===== config.mk =====
export PLATFORM = sky130hd
export DESIGN_NAME = ysyx_22040931_ifu_bp_flat
export DESIGN_NICKNAME = d
export VERILOG_FILES = /design/src/rtl/ysyx_22040931_ifu_bp_if.sv /design/src/rtl/ysyx_22040931_ifu_bp.sv /design/src/flat_wrapper.sv
export SDC_FILE = /design/constraint.sdc
export NUM_CORES = 2
export LEC_CHECK = 0
export CAP_MARGIN = 25
export CORE_MARGIN = 3
export CORE_UTILIZATION = 55
export CTS_CLUSTER_SIZE = 8
export DETAILED_ROUTE_END_ITERATION = 6
export PLACE_DENSITY = 0.85
export RECOVER_POWER = 100
export REMOVE_ABC_BUFFERS = 1
export SLEW_MARGIN = 20
export SYNTH_ARGS = -nofsm -noshare
export SYNTH_HDL_FRONTEND = slang
export SYNTH_SLANG_ARGS = --single-unit

===== constraint.sdc =====
create_clock -name clock -period 3.8 [get_ports clock]
set_input_delay 1.14 -clock clock [delete_from_list [all_inputs] [get_ports clock]]
set_output_delay 1.14 -clock clock [all_outputs]
set_load 0.02 [all_outputs]

===== src/rtl/ysyx_22040931_ifu_bp_if.sv =====
// Instruction-memory fetch handshake between the fetch stage and memory.
//   inst_req   : fetch request (fetch -> memory)
//   inst_addr  : fetch address, stable while a request is outstanding
//   inst_valid : one-cycle response strobe (memory -> fetch)
//   inst_rdata : instruction word, valid with inst_valid
interface ysyx_22040931_ifu_bp_if #(
  parameter int PC_W = 64
);
  logic            inst_req;
  logic [PC_W-1:0] inst_addr;
  logic            inst_valid;
  logic [31:0]     inst_rdata;

  modport master (output inst_req, output inst_addr, input inst_valid, input inst_rdata);
  modport slave  (input inst_req, input inst_addr, output inst_valid, output inst_rdata);
endinterface


===== src/rtl/ysyx_22040931_ifu_bp.sv =====
// Instruction-fetch stage with a direct-mapped BTB and 2-bit direction
// counters. Owns the fetch PC, drives the instruction-memory handshake and
// presents the fetched instruction plus its prediction to decode. Decode's
// resolved-branch feedback trains the BTB and redirects fetch.
// Ports:
//   clock, reset      : clock, asynchronous active-low reset
//   imem              : instruction-memory handshake (master side)
//   stall_i           : decode load-stall; outputs hold while high
//   valid_o/pc_o/instr_o/pre_jump_o/pre_branch_o : to decode
//   id_valid/id_pc/id_jumptype/id_taken/id_target/id_error_pre : from decode
module ysyx_22040931_ifu_bp #(
  parameter int              PC_W     = 64,
  parameter int              BTB_IDX  = 4,
  parameter logic [PC_W-1:0] RESET_PC = PC_W'(64'h8000_0000),
  parameter logic [31:0]     NOP      = 32'h0000_0013
) (
  input  logic                  clock,
  input  logic                  reset,
  ysyx_22040931_ifu_bp_if.master imem,
  input  logic                  stall_i,
  output logic                  valid_o,
  output logic [PC_W-1:0]       pc_o,
  output logic [31:0]           instr_o,
  output logic                  pre_jump_o,
  output logic [PC_W-1:0]       pre_branch_o,
  input  logic                  id_valid,
  input  logic [PC_W-1:0]       id_pc,
  input  logic [1:0]            id_jumptype,
  input  logic                  id_taken,
  input  logic [PC_W-1:0]       id_target,
  input  logic                  id_error_pre
);

  localparam int ENTRIES = 1 << BTB_IDX;
  localparam int TAG_W   = PC_W - BTB_IDX - 2;

  localparam logic [1:0] S_RST  = 2'd0;
  localparam logic [1:0] S_REQ  = 2'd1;
  localparam logic [1:0] S_HOLD = 2'd2;
  localparam logic [1:0] S_KILL = 2'd3;

  typedef struct packed {
    logic [PC_W-1:0] pc;
    logic [31:0]     instr;
    logic            pj;
    logic [PC_W-1:0] pb;
  } fetch_t;

  logic [1:0]      state;
  logic [PC_W-1:0] pc;
  fetch_t          skid;
  fetch_t          cur;

  // BTB storage; only valid bits and counters need a reset value
  logic [ENTRIES-1:0]            btb_vld;
  logic [ENTRIES-1:0][1:0]       btb_cnt;
  logic [ENTRIES-1:0][TAG_W-1:0] btb_tag;
  logic [ENTRIES-1:0][PC_W-1:0]  btb_tgt;

  // ---------------- lookup on the current fetch PC ----------------
  logic [BTB_IDX-1:0] lk_idx;
  logic               lk_hit;
  logic               pre_jump;
  logic [PC_W-1:0]    pre_tgt;
  logic [PC_W-1:0]    next_pc;

  assign lk_idx   = pc[BTB_IDX+1:2];
  assign lk_hit   = btb_vld[lk_idx] && (btb_tag[lk_idx] == pc[PC_W-1:BTB_IDX+2]);
  assign pre_jump = lk_hit && btb_cnt[lk_idx][1];
  assign pre_tgt  = pre_jump ? btb_tgt[lk_idx] : '0;
  assign next_pc  = pre_jump ? btb_tgt[lk_idx] : pc + PC_W'(4);

  assign cur = '{pc: pc, instr: imem.inst_rdata, pj: pre_jump, pb: pre_tgt};

  // ---------------- decode feedback ----------------
  logic               fb;
  logic               redirect;
  logic [PC_W-1:0]    redir_pc;
  logic               train;
  logic [BTB_IDX-1:0] tr_idx;
  logic               tr_hit;
  logic [1:0]         tr_cnt;
  logic [1:0]         cnt_inc;
  logic [1:0]         cnt_dec;

  // a stalled decode slot is not a real resolution, so it is ignored
  assign fb       = id_valid && !stall_i;
  assign redirect = fb && id_error_pre;
  assign redir_pc = id_taken ? id_target : id_pc + PC_W'(4);

  assign train   = fb && (id_jumptype != 2'b00);
  assign tr_idx  = id_pc[BTB_IDX+1:2];
  assign tr_hit  = btb_vld[tr_idx] && (btb_tag[tr_idx] == id_pc[PC_W-1:BTB_IDX+2]);
  assign tr_cnt  = btb_cnt[tr_idx];
  assign cnt_inc = (tr_cnt == 2'b11) ? 2'b11 : tr_cnt + 2'b01;
  assign cnt_dec = (tr_cnt == 2'b00) ? 2'b00 : tr_cnt - 2'b01;

  // Training happens alongside lookup; the lookup above sees the table
  // as it was before this edge (no bypass).
  always_ff @(posedge clock or negedge reset) begin
    if (!reset) begin
      btb_vld <= '0;
      btb_cnt <= {ENTRIES{2'b01}};
    end else if (train) begin
      if (id_taken) begin
        btb_vld[tr_idx] <= 1'b1;
        btb_cnt[tr_idx] <= tr_hit ? cnt_inc : 2'b10;
      end else if (tr_hit) begin
        btb_cnt[tr_idx] <= cnt_dec;
      end
    end
  end

  always_ff @(posedge clock) begin
    if (train && id_taken) begin
      btb_tag[tr_idx] <= id_pc[PC_W-1:BTB_IDX+2];
      btb_tgt[tr_idx] <= id_target;
    end
  end

  // ---------------- fetch FSM and output register ----------------
  assign imem.inst_req  = (state == S_REQ);
  assign imem.inst_addr = pc;

  always_ff @(posedge clock or negedge reset) begin
    if (!reset) begin
      state        <= S_RST;
      pc           <= RESET_PC;
      skid         <= '0;
      valid_o      <= 1'b0;
      pc_o         <= '0;
      instr_o      <= NOP;
      pre_jump_o   <= 1'b0;
      pre_branch_o <= '0;
    end else begin
      // bubble unless an instruction is loaded below; a stall freezes all
      if (!stall_i) begin
        valid_o <= 1'b0;
        instr_o <= NOP;
      end
      case (state)
        S_RST: begin
          state <= S_REQ;
          if (redirect) pc <= redir_pc;
        end
        S_REQ: begin
          if (imem.inst_valid) begin
            if (stall_i) begin
              // decode can't take it: park in the skid buffer, stop requesting
              skid  <= cur;
              pc    <= next_pc;
              state <= S_HOLD;
            end else if (redirect) begin
              pc <= redir_pc;
            end else begin
              valid_o      <= 1'b1;
              pc_o         <= cur.pc;
              instr_o      <= cur.instr;
              pre_jump_o   <= cur.pj;
              pre_branch_o <= cur.pb;
              pc           <= next_pc;
            end
          end else if (redirect) begin
            // the in-flight response belongs to the wrong path; swallow it
            pc    <= redir_pc;
            state <= S_KILL;
          end
        end
        S_HOLD: begin
          if (!stall_i) begin
            state <= S_REQ;
            if (redirect) begin
              pc   <= redir_pc;
              skid <= '0;
            end else begin
              valid_o      <= 1'b1;
              pc_o         <= skid.pc;
              instr_o      <= skid.instr;
              pre_jump_o   <= skid.pj;
              pre_branch_o <= skid.pb;
            end
          end
        end
        S_KILL: begin
          if (redirect) pc <= redir_pc;
          if (imem.inst_valid) state <= S_REQ;
        end
        default: state <= S_RST;
      endcase
    end
  end

endmodule


===== src/flat_wrapper.sv =====
// flat-port wrapper written by rule: the top's interface ports become plain ports
module ysyx_22040931_ifu_bp_flat 
#(
  parameter int              PC_W     = 64,
  parameter int              BTB_IDX  = 4,
  parameter logic [PC_W-1:0] RESET_PC = PC_W'(64'h8000_0000),
  parameter logic [31:0]     NOP      = 32'h0000_0013
)
  (clock, reset, stall_i, valid_o, pc_o, instr_o, pre_jump_o, pre_branch_o, id_valid, id_pc, id_jumptype, id_taken, id_target, id_error_pre, imem_inst_req, imem_inst_addr, imem_inst_valid, imem_inst_rdata);
  ysyx_22040931_ifu_bp_if #(.PC_W(PC_W)) imem_i ();
  input  logic clock;
  input  logic reset;
  input  logic stall_i;
  output logic valid_o;
  output logic [PC_W-1:0] pc_o;
  output logic [31:0] instr_o;
  output logic pre_jump_o;
  output logic [PC_W-1:0] pre_branch_o;
  input  logic id_valid;
  input  logic [PC_W-1:0] id_pc;
  input  logic [1:0] id_jumptype;
  input  logic id_taken;
  input  logic [PC_W-1:0] id_target;
  input  logic id_error_pre;
  output wire logic [$bits(imem_i.inst_req)-1:0] imem_inst_req;
  output wire logic [$bits(imem_i.inst_addr)-1:0] imem_inst_addr;
  input wire logic [$bits(imem_i.inst_valid)-1:0] imem_inst_valid;
  input wire logic [$bits(imem_i.inst_rdata)-1:0] imem_inst_rdata;
  assign imem_inst_req = imem_i.inst_req;
  assign imem_inst_addr = imem_i.inst_addr;
  assign imem_i.inst_valid = imem_inst_valid;
  assign imem_i.inst_rdata = imem_inst_rdata;
  ysyx_22040931_ifu_bp #(.PC_W(PC_W), .BTB_IDX(BTB_IDX), .RESET_PC(RESET_PC), .NOP(NOP)) u_core (.clock(clock), .reset(reset), .imem(imem_i), .stall_i(stall_i), .valid_o(valid_o), .pc_o(pc_o), .instr_o(instr_o), .pre_jump_o(pre_jump_o), .pre_branch_o(pre_branch_o), .id_valid(id_valid), .id_pc(id_pc), .id_jumptype(id_jumptype), .id_taken(id_taken), .id_target(id_target), .id_error_pre(id_error_pre));
endmodule

=== After elaboration in Yosys (flattened, before gate mapping) ===
Cells that the tools add are included.

* Bits in registers: 2389
* Input port bits: 169
* Output and inout bits: 227
* Logic and storage cells: 185

* $add $sub $neg: 4
* Order comparisons: 3
* Equal/unequal tests: 16
* Muxes and demuxes: 81
* Bitwise gates (word level): 1
* Reductions and logical operators: 20

{| class="wikitable"
|+ Operators with widths
! cell !! count
|-
| $mux 64 || 20
|-
| $bwmux 1024 || 1
|-
| $bwmux 928 || 1
|-
| $mux 161 || 4
|-
| $bmux 58 s4 || 2
|-
| $pmux 161 s2 || 1
|-
| $bmux 64 s4 || 1
|-
| $demux 64 s4 || 1
|-
| $mux 32 || 8
|-
| $pmux 64 s2 || 2
|-
| $demux 58 s4 || 1
|-
| $pmux 64 s3 || 1
|-
| $mux 58 || 3
|-
| $add 64x3->64 const B || 2
|-
| $eq 58x58->1 || 2
|-
| $bwmux 32 || 2
|-
| $pmux 32 s2 || 1
|-
| $mux 2 || 11
|-
| $bmux 2 s4 || 2
|-
| $or 16x16->16 || 1
|-
| $mux 1 || 12
|-
| $ne 2x2->1 const B || 6
|-
| $lt 4x5->1 const B || 2
|-
| $bmux 1 s4 || 2
|-
| 21 further kinds || 36
|}

=== Logic depth before layout (Yosys ltp) ===
* Depth in word-level cells: 10
* Gate-level depth with buffers: 19
* Gate-level depth less buffers: 10

=== Least setup slack after synthesis ===
Ideal clock, no wire load.

* Path type: input port to flip-flop
* Start: input id_pc[2]
* End: register u_core.btb_tag[696] (netlist name) (enable)
* Arrival time: 5.195 ns
* Slack: -1.891 ns
* Cell stages on the path: 7
* Buffers on the path: 4
* Cells stage by stage: buf_4 buf_4 buf_4 clkinv_1 buf_2 ha_1 and3_1

{| class="wikitable"
|+ RTL lines
! element !! RTL line !! text
|-
| start: declaration || flat_wrapper.sv:20 || <nowiki>input logic [PC_W-1:0] id_pc;</nowiki>
|-
| end signal: indexed assignment || ysyx_22040931_ifu_bp.sv:116 || <nowiki>btb_tag[tr_idx] <= id_pc[PC_W-1:BTB_IDX+2];</nowiki>
|-
| end: declaration || ysyx_22040931_ifu_bp.sv:57 || <nowiki>logic [ENTRIES-1:0][TAG_W-1:0] btb_tag;</nowiki>
|}

=== Worst setup path in the final report ===
* Start: input id_pc[7]
* End: register u_core.pc[56], in the netlist u_core.imem.inst_addr[56]

* Word-level cells in the longest chain between the ends: 6

{| class="wikitable"
|+ RTL lines
! element !! RTL line !! text
|-
| $add 64x3->64 * || ysyx_22040931_ifu_bp.sv:89 || <nowiki>assign redir_pc = id_taken ? id_target : id_pc + PC_W'(4);</nowiki>
|-
| $mux 64 * || ysyx_22040931_ifu_bp.sv:89 ||
|-
| $mux 64 || ysyx_22040931_ifu_bp.sv:153 || <nowiki>end else if (redirect) begin</nowiki>
|-
| $mux 64 || ysyx_22040931_ifu_bp.sv:148 || <nowiki>if (stall_i) begin</nowiki>
|-
| $mux 64 || ysyx_22040931_ifu_bp.sv:147 || <nowiki>if (imem.inst_valid) begin</nowiki>
|-
| $pmux 64 s3 * || ysyx_22040931_ifu_bp.sv:141 || <nowiki>case (state)</nowiki>
|-
| end signal: assignment || ysyx_22040931_ifu_bp.sv:144 || <nowiki>if (redirect) pc <= redir_pc;</nowiki>
|-
| end signal: assignment || ysyx_22040931_ifu_bp.sv:151 || <nowiki>pc <= next_pc;</nowiki>
|-
| end signal: assignment || ysyx_22040931_ifu_bp.sv:154 || <nowiki>pc <= redir_pc;</nowiki>
|-
| end: declaration || ysyx_22040931_ifu_bp.sv:50 || <nowiki>logic [PC_W-1:0] pc;</nowiki>
|}

Mark *: on every way between the ends. The rest lies on a longest branch, timed or not. The select of a mux whose other input is x is not followed.
A chain may end at the register's enable or synchronous reset.

==> qor.yml <==
cts-htree-levels: 5
drive_gt1_share_pct: 32.4
die_h_um: 447
cts.reportedPaths.clkPinSlew_ns: 0.05
hold_viol: 0
status: "complete, but fails checks"
synth_seq_cells: 2389
track_usage_pct: 46.4
tritoncts: "done"
dr.first_iter.drc_count: 14800
synthTopCellsByCount: "edfxtp_1 (1952), mux4_2 (672), nand2_1 (549)"
min_period_over_period_pct: 126
worstPathArrival_ns: 5.62
wl_per_cell_um: 42.3
yosys.area.top_type_share_pct: 54.9
syn-instance-count: 6630
critical_path_required_ns: 4.63
synth_area_leaders: "edfxtp_1 (55%), mux4_2 (14%), dfrtp_1 (9.8%)"
crit_top_cell: "buf_4"
worst_pin_slew_ns: 2.22
grt_pass1_wl_um: 636000
hold_start: "u_core.instr_o[0]"
peakVddDrop_uv: 638
ant_nets: 0
rows: 161
rsz0062_at_grt: "yes"
crit_family: "buffers and inverters"
timing.rr.start: "u_core.imem.inst_addr[3]"
ys_types: 89
core_um2: 193000
yosysTopAreaCell: "edfxtp_1"
critPathBufInv: 7
insertion_delay_ns: 1.04
p_leak_uw: 0.0486
ios: 396
cp-end-kind: "flop"
violations: "design-rule violations, max-capacitance violations, max-slew violations, negative setup slack"
slew_violations: 188
slowest_delay_ns: 0.72
drc: 171
crit_path_start: "id_pc[7]"
crit_type: "input port to flop"
synth_most_common_cell: "edfxtp_1"
dp_slack_ns: -1.98
num_vias: 81700
power_uw: 98500
post-route-util_pct: 71.3
synth_edf_count: 1952
yosys_warnings: 0
async_flop_share_pct: 18.3
worst_setup_path_start_kind: "input port"
fin_area_um2: 137000
placed_area_um2: 124000
layout_min_cycle_time_ns: 4.79
port_buffers: 395
cts_buffers: 350
clk_path_buf_depth: 4
slew_headroom_pct: -48.2
fin_skew_ns: 0.120
die_area_um2: 199000
path_cells: "dlygate4sd3_1 -> buf_12 -> clkbuf_1 -> nand4_1 -> buf_4 -> nor3b_1 -> buf_4 -> nand4_1 -> or3_1 -> buf_4 -> nor2_1 -> xnor2_1 -> buf_4 -> o21ai_0 -> a22oi_1 -> o21ai_2"
clock-sinks: 2389
dpl.hpwl_um: 306000
cpMaxStageDelayCell: "clkbuf_1"
area_delta_synth_final_pct: 28.7
vias_per_cell: 7.36
power_density_nw_per_um2: 717
clockRootBuffer: "clkbuf_16"
initial_core_util_pct: 55.4
hp-class: "flop to flop"
tns_ns: -851.94
routed_wirelength_um: 470000
setup_slack_ns: -0.989
cp_max_fo: 16
grt_max_degree: 156
ys.flop_type: "edfxtp_1"
setup_viol: 2214
dr.pass1.iters: 7
timing.fmax_mhz: 209
antenna_found_initial: 34
grt_overflow: 0
gp_congestion: 1.09
fp.dieW_um: 447
yosysSeqAreaShare_pct: 65.2
syn_avg_cell_area_um2: 16.1
synth_area_um2: 107000
maxCapViolCount: 5
grt_pass1_vias: 80200
nets: 8503
-- through the flow --
step / hold slack [ns] / cells
6_report: 0.459 / 11100
5_1_grt: 0.476 / 11100
4_1_cts: 0.0828 / 11000
3_5_place_dp: 0.456 / 10400
3_3_place_gp: 0.442 / 10400
2_1_floorplan: 0.449 / 6149
-- cells by family (layout without fill, tap and decap cells) --
logic type / count (synthesis) / count (layout) / share of synthesized area [%]
AO/OA/AOI/OAI: 1015 / 1015 / 6.16
XOR/XNOR: 183 / 183 / 1.50
adder cells (fa/ha/maj): 9 / 9 / 0.105
buffers and inverters: 554 / 2468 / 2.34
flip-flops: 2389 / 2389 / 65.2
multiplexers: 1139 / 1139 / 18.7
other: 0 / 28 / 0
AND/OR/NAND/NOR: 1341 / 1341 / 6.03
-- what timing repair did --
action / 4_1_cts / 5_1_grt
gates cloned: 24 / 6
setup buffers: 76 / 57
hold buffers: 0 / 0
endpoints found under the setup margin: 231 / 230
pin swaps: 85 / 94
gates resized for setup: 401 / 180
-- cells in the final DEF, fill, tap and decap left out, types with 27 or more instances in the layout --
master | Yosys | final
o21ai_1 | 104 | 102
clkbuf_16 | 0 | 361
mux2_4 | 0 | 29
nand3b_1 | 70 | 70
mux2i_1 | 362 | 308
nor3_1 | 46 | 39
nand3_1 | 77 | 75
dfrtp_1 | 417 | 411
mux2_2 | 103 | 74
buf_4 | 39 | 945
nand4_1 | 39 | 39
nor2_1 | 256 | 231
clkbuf_1 | 266 | 340
buf_12 | 0 | 209
a21oi_1 | 49 | 45
nand2_1 | 549 | 544
buf_16 | 0 | 29
edfxtp_1 | 1952 | 1952
xor2_1 | 43 | 41
clkdlybuf4s50_1 | 0 | 44
xnor2_1 | 140 | 125
o21ai_2 | 0 | 28
o21ai_0 | 259 | 232
inv_1 | 67 | 65
o22ai_1 | 60 | 50
buf_6 | 20 | 62
a31oi_1 | 142 | 132
mux4_2 | 672 | 672
diode_2 | 0 | 28
and3_1 | 37 | 27
nand2b_1 | 113 | 110
mux2i_2 | 0 | 28
dlygate4sd3_1 | 0 | 339
a22oi_1 | 167 | 154
-- where the power goes --
part	switching (µW)	internal, µW	leakage (µW)	total [µW]
sequential	1650	30100	0.0231	31800
combinational	22200	15600	0.0208	37800
clock	11600	17400	0.00472	28900
-- area by class of cell --
class                      count  area, µm²
antenna                       28       70.1
clock inverter                12        198
timing repair buffer        1824      17900
multi-input combinational   3687      36500
clock buffer                 559       9660
inverter                      73        287
sequential                  2389      69600
tap                         2526       3160
fill                       11100      55300
-- registers in the layout, indices dropped and copies added (netlist names) --
signal / flops
u_core.pre_branch_o: 64
u_core.skid: 161
u_core.btb_vld: 16
u_core.imem.inst_addr: 64
u_core.btb_cnt: 32
u_core.valid_o: 1
u_core.pre_jump_o: 1
u_core.btb_tag: 928
u_core.pc_o: 64
u_core.btb_tgt: 1024
u_core.state: 2
u_core.instr_o: 32
-- tightest hold or removal path: cells and delay by family, from the launching register on --
family / cells / cell delay, ns
compound gates: 1 / 0.05
buf+inv: 1 / 0.04
flops: 1 / 0.36
-- final timing paths --
path / to / slack, ns / depth (start not counted)
setup / recovery: u_core.imem.inst_addr[56] / -0.99 / 16
hold / removal: u_core.instr_o[0] / 0.46 / 2
setup reg to reg: u_core.imem.inst_addr[13] / -0.98 / 19
hold reg to reg: u_core.instr_o[0] / 0.46 / 2
max in group asynchronous: u_core.skid[14] / 0.41 / 2
min in group asynchronous: u_core.state[1] / 0.73 / 1
-- per-layer routing --
layer  vias to the layer above  track usage (%)  wire length (µm)
li1                      29900                -                 -
met1                     40400             56.7            147000
met2                      9015             69.6            207000
met3                      2371             15.2             67800
met4                        10             34.1             47100
met5                         -           0.0244                69
Note: power is estimated with default switching activity, not from simulation.
